## src/rtl/detector_pkg.sv

```systemverilog
// rtl/detector_pkg.sv - shared types and pair-count helpers for the pulse generator / coincidence detector
package detector_pkg;

    // Pulse generator sequencing states
    typedef enum logic [1:0] {
        IDLE = 2'd0,
        RUN  = 2'd1,
        DONE = 2'd2
    } gen_state_t;

    // Number of distinct channel pairs the detector tracks
    function automatic int npairs(input int nchan);
        return nchan * (nchan - 1) / 2;
    endfunction

    // Expected coincidence count for one channel pair over a whole run.
    // Each channel is high over [offset, min(offset+width, period)) in every
    // period; the pair coincides once per period when those intervals overlap.
    function automatic int exp_pair_count(
        input bit en_a,
        input bit en_b,
        input int off_a,
        input int off_b,
        input int width,
        input int period,
        input int npulses
    );
        int end_a;
        int end_b;
        int lo;
        int hi;
        end_a = (off_a + width < period) ? off_a + width : period;
        end_b = (off_b + width < period) ? off_b + width : period;
        lo    = (off_a > off_b) ? off_a : off_b;
        hi    = (end_a < end_b) ? end_a : end_b;
        if (!en_a || !en_b)          return 0;
        if (off_a >= end_a)          return 0;
        if (off_b >= end_b)          return 0;
        if (lo >= hi)                return 0;
        return npulses;
    endfunction

endpackage

```

## src/rtl/pulse_shaper.sv

```systemverilog
// rtl/pulse_shaper.sv - one channel's phase window compare with a registered output
module pulse_shaper
    import detector_pkg::*;
#(
    parameter int NBITS = 4
) (
    input  logic             Clk,
    input  logic             Rst_n,
    input  logic             en_i,
    input  logic             mask_i,
    input  logic [NBITS-1:0] phase_i,
    input  logic [NBITS-1:0] offset_i,
    input  logic [NBITS-1:0] width_i,
    output logic             pulse_o
);

    logic             pulse_q;
    logic             pulse_d;
    logic [NBITS:0]   phase_x;
    logic [NBITS:0]   start_x;
    logic [NBITS:0]   stop_x;

    // Window test in NBITS+1 bits so offset+width cannot wrap; since the
    // phase never reaches the period, the window truncates at period end
    // and an offset at or beyond the period never matches.
    always_comb begin
        phase_x = {1'b0, phase_i};
        start_x = {1'b0, offset_i};
        stop_x  = start_x + {1'b0, width_i};
        pulse_d = en_i && mask_i && (phase_x >= start_x) && (phase_x < stop_x);
    end

    // Output register: one stage of latency after the phase
    always_ff @(posedge Clk or negedge Rst_n) begin
        if (!Rst_n) begin
            pulse_q <= 1'b0;
        end else begin
            pulse_q <= pulse_d;
        end
    end

    assign pulse_o = pulse_q;

endmodule

```

## src/rtl/pulse_generator.sv

```systemverilog
// rtl/pulse_generator.sv - programmable multi-channel pulse-pattern transmitter
module pulse_generator
    import detector_pkg::*;
#(
    parameter int NCHAN = 4,
    parameter int NBITS = 4
) (
    input  logic             Clk,
    input  logic             Rst_n,
    input  logic             Start_i,
    input  logic             Abort_i,
    input  logic [NBITS-1:0] Period_i,
    input  logic [NBITS-1:0] Width_i,
    input  logic [NBITS-1:0] Offsets_i [NCHAN],
    input  logic [NCHAN-1:0] ChanMask_i,
    input  logic [NBITS-1:0] nPulses_i,
    output logic [NCHAN-1:0] Channels_o,
    output logic             Sync_o,
    output logic             Busy_o,
    output logic             Done_o,
    output logic             Err_o,
    output logic [NBITS-1:0] PulseCnt_o
);

    gen_state_t       state_q;
    gen_state_t       state_d;
    logic [NBITS-1:0] phase_q;
    logic [NBITS-1:0] phase_d;
    logic [NBITS-1:0] cnt_q;
    logic [NBITS-1:0] cnt_d;
    logic [NBITS-1:0] cnt_inc;

    // Shadow copy of the run configuration, frozen for the whole run
    logic [NBITS-1:0] period_q;
    logic [NBITS-1:0] period_d;
    logic [NBITS-1:0] width_q;
    logic [NBITS-1:0] width_d;
    logic [NBITS-1:0] npulses_q;
    logic [NBITS-1:0] npulses_d;
    logic [NCHAN-1:0] mask_q;
    logic [NCHAN-1:0] mask_d;
    logic [NBITS-1:0] offsets_q [NCHAN];
    logic [NBITS-1:0] offsets_d [NCHAN];

    // Single-cycle flags, registered so they line up with Channels_o
    logic             sync_q;
    logic             sync_d;
    logic             done_q;
    logic             done_d;
    logic             err_q;
    logic             err_d;

    logic             shaper_en;
    logic [NCHAN-1:0] chan_pulse;

    // Next-state, phase/count sequencing and configuration capture
    always_comb begin
        state_d   = state_q;
        phase_d   = phase_q;
        cnt_d     = cnt_q;
        period_d  = period_q;
        width_d   = width_q;
        npulses_d = npulses_q;
        mask_d    = mask_q;
        for (int i = 0; i < NCHAN; i++) begin
            offsets_d[i] = offsets_q[i];
        end
        sync_d    = 1'b0;
        done_d    = 1'b0;
        err_d     = 1'b0;
        cnt_inc   = cnt_q + 1'b1;

        case (state_q)
            IDLE: begin
                // Abort beats a simultaneous start
                if (Start_i && !Abort_i) begin
                    if (Period_i == '0) begin
                        err_d = 1'b1;
                    end else if (nPulses_i == '0) begin
                        cnt_d   = '0;
                        state_d = DONE;
                    end else begin
                        period_d  = Period_i;
                        width_d   = Width_i;
                        npulses_d = nPulses_i;
                        mask_d    = ChanMask_i;
                        for (int i = 0; i < NCHAN; i++) begin
                            offsets_d[i] = Offsets_i[i];
                        end
                        cnt_d   = '0;
                        phase_d = '0;
                        state_d = RUN;
                    end
                end
            end

            RUN: begin
                if (Abort_i) begin
                    // Count is left as-is so software can see how far it got
                    phase_d = '0;
                    state_d = IDLE;
                end else begin
                    sync_d = (phase_q == '0);
                    if (phase_q == period_q - 1'b1) begin
                        phase_d = '0;
                        cnt_d   = cnt_inc;
                        if (cnt_inc == npulses_q) begin
                            state_d = DONE;
                        end
                    end else begin
                        phase_d = phase_q + 1'b1;
                    end
                end
            end

            DONE: begin
                done_d  = !Abort_i;
                state_d = IDLE;
            end

            default: begin
                state_d = IDLE;
            end
        endcase
    end

    // State, phase, count and flag registers
    always_ff @(posedge Clk or negedge Rst_n) begin
        if (!Rst_n) begin
            state_q <= IDLE;
            phase_q <= '0;
            cnt_q   <= '0;
            sync_q  <= 1'b0;
            done_q  <= 1'b0;
            err_q   <= 1'b0;
        end else begin
            state_q <= state_d;
            phase_q <= phase_d;
            cnt_q   <= cnt_d;
            sync_q  <= sync_d;
            done_q  <= done_d;
            err_q   <= err_d;
        end
    end

    // Shadow configuration registers
    always_ff @(posedge Clk or negedge Rst_n) begin
        if (!Rst_n) begin
            period_q  <= '0;
            width_q   <= '0;
            npulses_q <= '0;
            mask_q    <= '0;
            for (int i = 0; i < NCHAN; i++) begin
                offsets_q[i] <= '0;
            end
        end else begin
            period_q  <= period_d;
            width_q   <= width_d;
            npulses_q <= npulses_d;
            mask_q    <= mask_d;
            for (int i = 0; i < NCHAN; i++) begin
                offsets_q[i] <= offsets_d[i];
            end
        end
    end

    // An abort clears the channel registers on the same edge it leaves RUN
    assign shaper_en = (state_q == RUN) && !Abort_i;

    generate
        for (genvar g = 0; g < NCHAN; g++) begin : g_chan
            pulse_shaper #(
                .NBITS (NBITS)
            ) u_shaper (
                .Clk      (Clk),
                .Rst_n    (Rst_n),
                .en_i     (shaper_en),
                .mask_i   (mask_q[g]),
                .phase_i  (phase_q),
                .offset_i (offsets_q[g]),
                .width_i  (width_q),
                .pulse_o  (chan_pulse[g])
            );
        end
    endgenerate

    assign Channels_o = chan_pulse;
    assign Sync_o     = sync_q;
    assign Done_o     = done_q;
    assign Err_o      = err_q;
    assign Busy_o     = (state_q != IDLE);
    assign PulseCnt_o = cnt_q;

endmodule

```

## config.mk

```make
export PLATFORM = sky130hd
export DESIGN_NAME = pulse_generator
export DESIGN_NICKNAME = d
export VERILOG_FILES = /design/src/rtl/detector_pkg.sv /design/src/rtl/pulse_shaper.sv /design/src/rtl/pulse_generator.sv
export SDC_FILE = /design/constraint.sdc
export NUM_CORES = 1
export LEC_CHECK = 0
export ABC_AREA = 0
export CORE_ASPECT_RATIO = 0.9
export CORE_MARGIN = 2
export CORE_UTILIZATION = 25
export DETAILED_ROUTE_END_ITERATION = 12
export GPL_TIMING_DRIVEN = 0
export PLACE_DENSITY = 0.44
export RECOVER_POWER = 25
export SETUP_SLACK_MARGIN = 0.1
export SYNTH_ARGS = -nofsm -noshare
export SYNTH_HDL_FRONTEND = slang
export SYNTH_HIERARCHICAL = 1
export SYNTH_SLANG_ARGS = --single-unit
```

## constraint.sdc

```tcl
create_clock -name Clk -period 5.8 [get_ports Clk]
set_input_delay 1.16 -clock Clk [delete_from_list [all_inputs] [get_ports Clk]]
set_output_delay 1.16 -clock Clk [all_outputs]
set_load 0.01 [all_outputs]
```

==> insert_results.sql, run 1 <==
INSERT INTO impl_metrics (metric_group, metric, value, unit) VALUES
('grt', 'grt_use_total', '11.9', '%'),
('logic_synthesis', 'yosys_most_used_dff', 'sky130_fd_sc_hd__dfrtp_1', ''),
('layout', 'finish.cell_count_without_fillers', '501', ''),
('setup_path', 'crit_fanout', '34', ''),
('layout', 'final_cell_area', '4080', 'um2'),
('layout', 'multiInputGateArea', '1890', 'um2'),
('logic_synthesis', 'synth_xor_area_share', '5.59', '%'),
('logic_synthesis', 'synth_cell_type_count', '39', ''),
('logic_synthesis', 'adder_cell_share_of_the_synthesized_area', '21.0', '%'),
('drt', 'post_drt_via_cell_ratio', '4.47', ''),
('grt', 'grt_max_degree', '35', ''),
('cts', 'cts.reportedPaths.clkPinSlew', '0.06', 'ns'),
('drt', 'wirelength', '7640', 'um'),
('job', 'cap_viol_max_count', '1', ''),
('layout', 'postLayoutCoreUtil', '32.1', '%'),
('logic_synthesis', 'synth_edf_count', '0', ''),
('floorplanning', 'initial_core_utilization', '25.6', '%'),
('setup_path', 'setup.worst_path.start_class', 'input pin', ''),
('logic_synthesis', 'ys_top_cells_by_area', 'sky130_fd_sc_hd__dfrtp_1 38%, sky130_fd_sc_hd__ha_1 19%, sky130_fd_sc_hd__mux2_2 9.7%', ''),
('cts', 'cts_hold_repair.buffers', '0', ''),
('drt', 'num_vias', '2240', ''),
('setup_path', 'end_kind', 'async pin', ''),
('logic_synthesis', 'synthesis.nets', '369', ''),
('setup_path', 'timing.critical_path.max_delay_family', 'buffers and inverters', ''),
('place', 'post-dp-hpwl', '5610', 'um'),
('logic_synthesis', 'synth_seq_area_share', '37.8', '%'),
('grt', 'antenna_found_initial', '0', ''),
('grt', 'grt_overflow_total', '0', ''),
('setup_path', 'cpPeakStageDelay', '1.49', 'ns'),
('cts', 'clock_tree_from_tritoncts', 'built', ''),
('logic_synthesis', 'yosysMostFrequentCell', 'sky130_fd_sc_hd__dfrtp_1', ''),
('place', 'placed_instance_area', '3940', 'um2'),
('layout', 'antenna_cells', '0', ''),
('power_and_ir_drop', 'p_leak', '1.92', 'nW'),
('sta', 'timing_max_transition_violations_final', '35', ''),
('grt', 'grt_first_pass_wirelength', '12400', 'um'),
('logic_synthesis', 'fraction_of_the_mapped_netlist_area_in_compound_gates', '11.0', '%'),
('setup_path', 'critPathSlowestCell', 'sky130_fd_sc_hd__clkbuf_1', ''),
('layout', 'flow.area_growth_from_synthesis', '25.6', '%'),
('logic_synthesis', 'synthDominantCellAreaShare', '37.8', '%'),
('place', 'buffer_ports.inserted', '47', ''),
('floorplanning', 'die_area', '13900', 'um2'),
('cts', 'clockRootBuffer', 'sky130_fd_sc_hd__clkbuf_16', ''),
('logic_synthesis', 'synth.area.mux_share', '10.8', '%'),
('sta', 'period_share', '56.7', '%'),
('sta', 'maxClockFrequency', '304', 'MHz'),
('layout', 'fin_nets', '424', ''),
('floorplanning', 'core', '12700', 'um2'),
('drt', 'post_drt_wl_per_cell', '15.3', 'um'),
('min_path', 'holdCritPathClass', 'register to register', ''),
('setup_path', 'critPathArrivalTime', '3.30', 'ns'),
('setup_path', 'critical-path-top-cell-by-count', 'sky130_fd_sc_hd__clkbuf_1', ''),
('drt', 'postRouteAntennaNets', '0', ''),
('sta', 'finClkSkew', '0.00688', 'ns'),
('setup_path', 'crit_path_cell_trace', 'clkbuf_1, clkbuf_1', ''),
('sta', 'max_slew_margin', '-32.3', '%'),
('logic_synthesis', 'mappedNetlistArea', '3240', 'um2'),
('layout', 'fillers', '1316', ''),
('power_and_ir_drop', 'max_ir_drop_vdd', '0.115', 'mV'),
('cts', 'clock_latency', '0.29', 'ns'),
('status', 'status', 'complete, but fails checks', ''),
('logic_synthesis', 'post_synth_inst_count', '281', ''),
('cts', 'cts_inserted_buffers', '5', ''),
('floorplanning', 'rows', '39', ''),
('power_and_ir_drop', 'powerDensity', '337', 'nW/um2'),
('status', 'violations', 'capacitance limit, slew limit', ''),
('grt', 'first_global_vias', '2354', ''),
('logic_synthesis', 'postSynthRegisterBits', '49', ''),
('logic_synthesis', 'postSynthAreaPerCell', '11.5', 'um2'),
('cts', 'post_cts_buffers', '0', ''),
('logic_synthesis', 'synth_top_family_by_area', 'adder cells', '');
-- metrics by stage --
stage	total power (W)	setup slack [ns]	hold WS (ns)
after global placement	0.00105	1.94	0.498
after global routing	0.00151	1.91	0.541
final	0.00137	2.51	0.516
after detailed placement	0.00107	2.50	0.503
after floorplan	0.000908	3.33	0.456
after CTS	0.00140	2.81	0.519
-- power breakdown --
group	internal, W	total [W]	switching, W
registers	0.000408	0.000498	0.0000904
clock network	0.000183	0.000317	0.000133
logic	0.000302	0.000558	0.000256
total	0.000893	0.00137	0.000480
-- cells in the final DEF (no fill, tap or decap), types with 8 or more instances in the layout --
cell	count
sky130_fd_sc_hd__ha_1	48
sky130_fd_sc_hd__inv_1	25
sky130_fd_sc_hd__mux2_2	28
sky130_fd_sc_hd__a21o_1	14
sky130_fd_sc_hd__nor2_1	13
sky130_fd_sc_hd__xor2_1	8
sky130_fd_sc_hd__dfrtp_1	49
sky130_fd_sc_hd__clkdlybuf4s50_1	46
sky130_fd_sc_hd__o21ai_0	11
sky130_fd_sc_hd__xnor2_1	10
-- final timing paths --
check	start	end	slack [ns]	cells past startpoint
setup / recovery	Rst_n	period_q[2]$_DFFE_PN0P_	2.51	2
hold / removal	state_q[0]$_DFFE_PN0P_	Done_o$_DFF_PN0_	0.52	1
setup reg to reg	width_q[0]$_DFFE_PN0P_	g_chan[1].u_shaper/pulse_o$_DFF_PN0_	3.37	8
hold reg to reg	state_q[0]$_DFFE_PN0P_	Done_o$_DFF_PN0_	0.52	1
max in group Clk	Abort_i	mask_q[1]$_DFFE_PN0P_	2.86	5
min in group asynchronous	Rst_n	offsets_q[1]$_DFFE_PN0P_	0.95	1
-- metal layers --
layer,GRT usage [%],share of wire (%),vias to the layer above
met3,2.79,4.2,7
met1,16.5,49,1067
met5,0,0,-
met4,3.00,0.94,0
met2,18.6,46,38
li1,-,-,1128
-- registers in the layout (all words and copies together) (netlist names) --
name                     count
state_q                      2
mask_q                       4
Err_o                        1
PulseCnt_o                   4
Sync_o                       1
Done_o                       1
npulses_q                    4
offsets_q                   16
g_chan.u_shaper/pulse_o      4
period_q                     4
width_q                      4
phase_q                      4
-- cell type report --
class	instances	share of cell area [%]
timing repair buffer	48	11.5
clock inverter	1	0.123
buffer	3	0.829
sequential	49	30.1
clock buffer	7	3.75
tap	164	5.04
inverter	26	2.39
multi-input combinational	203	46.3
-- logic make-up (layout without fill, tap and decap cells) --
group	count (synthesis)	in the layout
buffers and inverters	29	85
DFF	49	49
and+or+nand+nor	51	51
adders and majority gates	52	52
AOI/OAI and AO/OA	50	50
muxes	31	31
xor gates and xnor gates	19	19
(Power assumes the default switching activity.)
==> inputs of run 2 (changes only) <==
==> constraint.sdc (replaced) <==
create_clock -name Clk -period 3.3 [get_ports Clk]
set_input_delay 0.66 -clock Clk [delete_from_list [all_inputs] [get_ports Clk]]
set_output_delay 0.66 -clock Clk [all_outputs]
set_load 0.01 [all_outputs]
==> run 2 against run 1 <==
The run now ends clean. Via count down 0.31%. Clock power up 75%. Count of clock-buffer cells in the layout unchanged. Combinational power up 76%. Total power up 76%. Wire length about the same. Clock skew unchanged. Critical path depth up 3. Cell area up 0.40%.
==> insert_results.sql, run 2 (synthesis results as in run 1) <==
INSERT INTO impl_metrics (metric_group, metric, value, unit) VALUES
('sta', 'fin_setup_tns', '0', 'ns'),
('drt', 'wirelength', '7650', 'um'),
('layout', 'antenna_cells', '0', ''),
('floorplanning', 'initial_core_utilization', '25.6', '%'),
('floorplanning', 'rows', '39', ''),
('place', 'buffer_ports.inserted', '47', ''),
('layout', 'mostFrequentLayoutCells', '49 x sky130_fd_sc_hd__dfrtp_1, 48 x sky130_fd_sc_hd__ha_1, 46 x sky130_fd_sc_hd__clkdlybuf4s50_1', ''),
('place', 'placed_instance_area', '3940', 'um2'),
('grt', 'grt_first_pass_wirelength', '12400', 'um'),
('layout', 'flow.area_growth_from_synthesis', '26.1', '%'),
('min_path', 'holdCritPathClass', 'input pin to async pin', ''),
('sta', 'report.final.setup_viol', '0', ''),
('grt', 'grt_overflow_total', '0', ''),
('place', 'place_congestion', '0.733', ''),
('sta', 'final_hold_viol_count', '0', ''),
('setup_path', 'crit_path_cell_trace', 'clkdlybuf4s50_1, nand2b_1, nor4_4, buf_6, mux2_2', ''),
('floorplanning', 'num_io_pins', '48', ''),
('setup_path', 'critPathArrivalTime', '2.62', 'ns'),
('cts', 'cts_hold_repair.buffers', '0', ''),
('place', 'setup_slack_placement', '0.497', 'ns'),
('power_and_ir_drop', 'p_leak', '1.93', 'nW'),
('setup_path', 'end_kind', 'register', ''),
('sta', 'finClkSkew', '0.00688', 'ns'),
('floorplanning', 'die_w', '124', 'um'),
('sta', 'maxClockFrequency', '409', 'MHz'),
('drt', 'post-route-drc-count', '0', ''),
('sta', 'period_share', '74.1', '%'),
('grt', 'first_global_vias', '2354', ''),
('sta', 'timing_max_transition_violations_final', '0', ''),
('cts', 'cts_inserted_buffers', '5', ''),
('layout', 'largest_reg_flops', '16', ''),
('sta', 'final_period_minus_worst_setup_slack', '2.44', 'ns'),
('drt', 'post_drt_wl_per_cell', '15.3', 'um'),
('setup_path', 'worstPathBufferInverterCount', '2', ''),
('grt', 'grt_max_degree', '35', ''),
('floorplanning', 'dieHeight', '112', 'um'),
('setup_path', 'timing.critical_path.required', '3.47', 'ns'),
('cts', 'cts.reportedPaths.clkPinSlew', '0.07', 'ns'),
('layout', 'regMostFlops', 'offsets_q', ''),
('sta', 'grt_setup_unrepaired', 'false', ''),
('grt', 'antenna_found_initial', '0', ''),
('cts', 'numClockSinks', '49', ''),
('sta', 'worst_slack_setup_final', '0.855', 'ns'),
('setup_path', 'cpPeakStageDelay', '0.66', 'ns'),
('setup_path', 'crit_fanout', '10', ''),
('job', 'cap_viol_max_count', '0', ''),
('layout', 'postLayoutCoreUtil', '32.2', '%'),
('power_and_ir_drop', 'powerDensity', '590', 'nW/um2'),
('layout', 'fillers', '1315', ''),
('drt', 'num_vias', '2233', ''),
('setup_path', 'worst-setup-path-type', 'input pin to register', ''),
('place', 'post-dp-hpwl', '5610', 'um'),
('layout', 'drive_above_1_share', '14.2', '%'),
('grt', 'grt_use_total', '11.9', '%'),
('cts', 'clock_latency', '0.29', 'ns'),
('sta', 'tightest_slew', '0.938', 'ns'),
('cts', 'clockRootBuffer', 'sky130_fd_sc_hd__clkbuf_16', ''),
('layout', 'fin_nets', '424', ''),
('sta', 'max_slew_margin', '37.4', '%'),
('status', 'status', 'finished clean', ''),
('layout', 'layout.cells.most_common', 'sky130_fd_sc_hd__dfrtp_1', ''),
('cts', 'cts_resized', '0', ''),
('cts', 'clock_tree_from_tritoncts', 'built', ''),
('drt', 'drtPass1Iterations', '4', ''),
('setup_path', 'critPathSlowestCell', 'sky130_fd_sc_hd__nor4_4', ''),
('sta', 'hold_slack', '0.484', 'ns'),
('setup_path', 'timing.critical_path.max_delay_family', 'simple AND/OR/NAND/NOR gates', ''),
('cts', 'post_cts_buffers', '0', ''),
('setup_path', 'worst-r2r-setup-slack', '0.87', 'ns'),
('cts', 'h_tree_lvl_count', '2', ''),
('power_and_ir_drop', 'max_ir_drop_vdd', '0.202', 'mV'),
('floorplanning', 'die_area', '13900', 'um2'),
('drt', 'detail_route.iter0.violations', '82', ''),
('drt', 'post_drt_via_cell_ratio', '4.46', ''),
('layout', 'final_cell_area', '4090', 'um2'),
('setup_path', 'setup.worst_path.start_class', 'input pin', ''),
('cts', 'cts-root-to-sink-buffers', '2', ''),
('drt', 'postRouteAntennaNets', '0', ''),
('floorplanning', 'core', '12700', 'um2');
## run 2: cell count changes in the layout (fill, tap and decap cells not counted), sizes merged
cell / delta
clkbuf: -1
buf: +1
## run 2: through the flow
stage	cells	power, W
3_5_place_dp	493	0.00189
6_report	501	0.00242
3_3_place_gp	492	0.00185
5_1_grt	501	0.00265
4_1_cts	501	0.00246
2_1_floorplan	281	0.00160
## run 2: cell type report
| type | count | area (um2) | area share, % |
|---|---|---|---|
| sequential | 49 | 1230 | 30.0 |
| inverter | 26 | 97.6 | 2.39 |
| clock inverter | 1 | 5.00 | 0.122 |
| buffer | 3 | 33.8 | 0.826 |
| clock buffer | 7 | 153 | 3.73 |
| tap | 164 | 205 | 5.02 |
| timing repair buffer | 48 | 484 | 11.8 |
| multi-input combinational | 203 | 1890 | 46.1 |
## run 2: path summary, 6_finish.rpt
path                                         from                                    to  cells after the start
max                                       Abort_i                 mask_q[1]$_DFFE_PN0P_                      5
min                                         Rst_n              offsets_q[1]$_DFFE_PN0P_                      1
max reg2reg                width_q[0]$_DFFE_PN0P_  g_chan[1].u_shaper/pulse_o$_DFF_PN0_                      8
min reg2reg                state_q[0]$_DFFE_PN0P_                      Done_o$_DFF_PN0_                      1
max in group asynchronous                   Rst_n               period_q[2]$_DFFE_PN0P_                      2
min in group Clk           state_q[0]$_DFFE_PN0P_                      Done_o$_DFF_PN0_                      1
## run 2: power breakdown
part / switching [W] / internal, W
registers: 0.000159 / 0.000717
clock network: 0.000235 / 0.000322
logic: 0.000450 / 0.000533
total: 0.000844 / 0.00157
## run 2: routing by layer
metal  global-route usage (%)  routed length, um  share of wire, %
met2                     18.6               3470                45
met3                     2.79                296               3.9
met1                     16.5               3810                50
met5                        0                  0                 0
met4                     3.00                 72              0.94
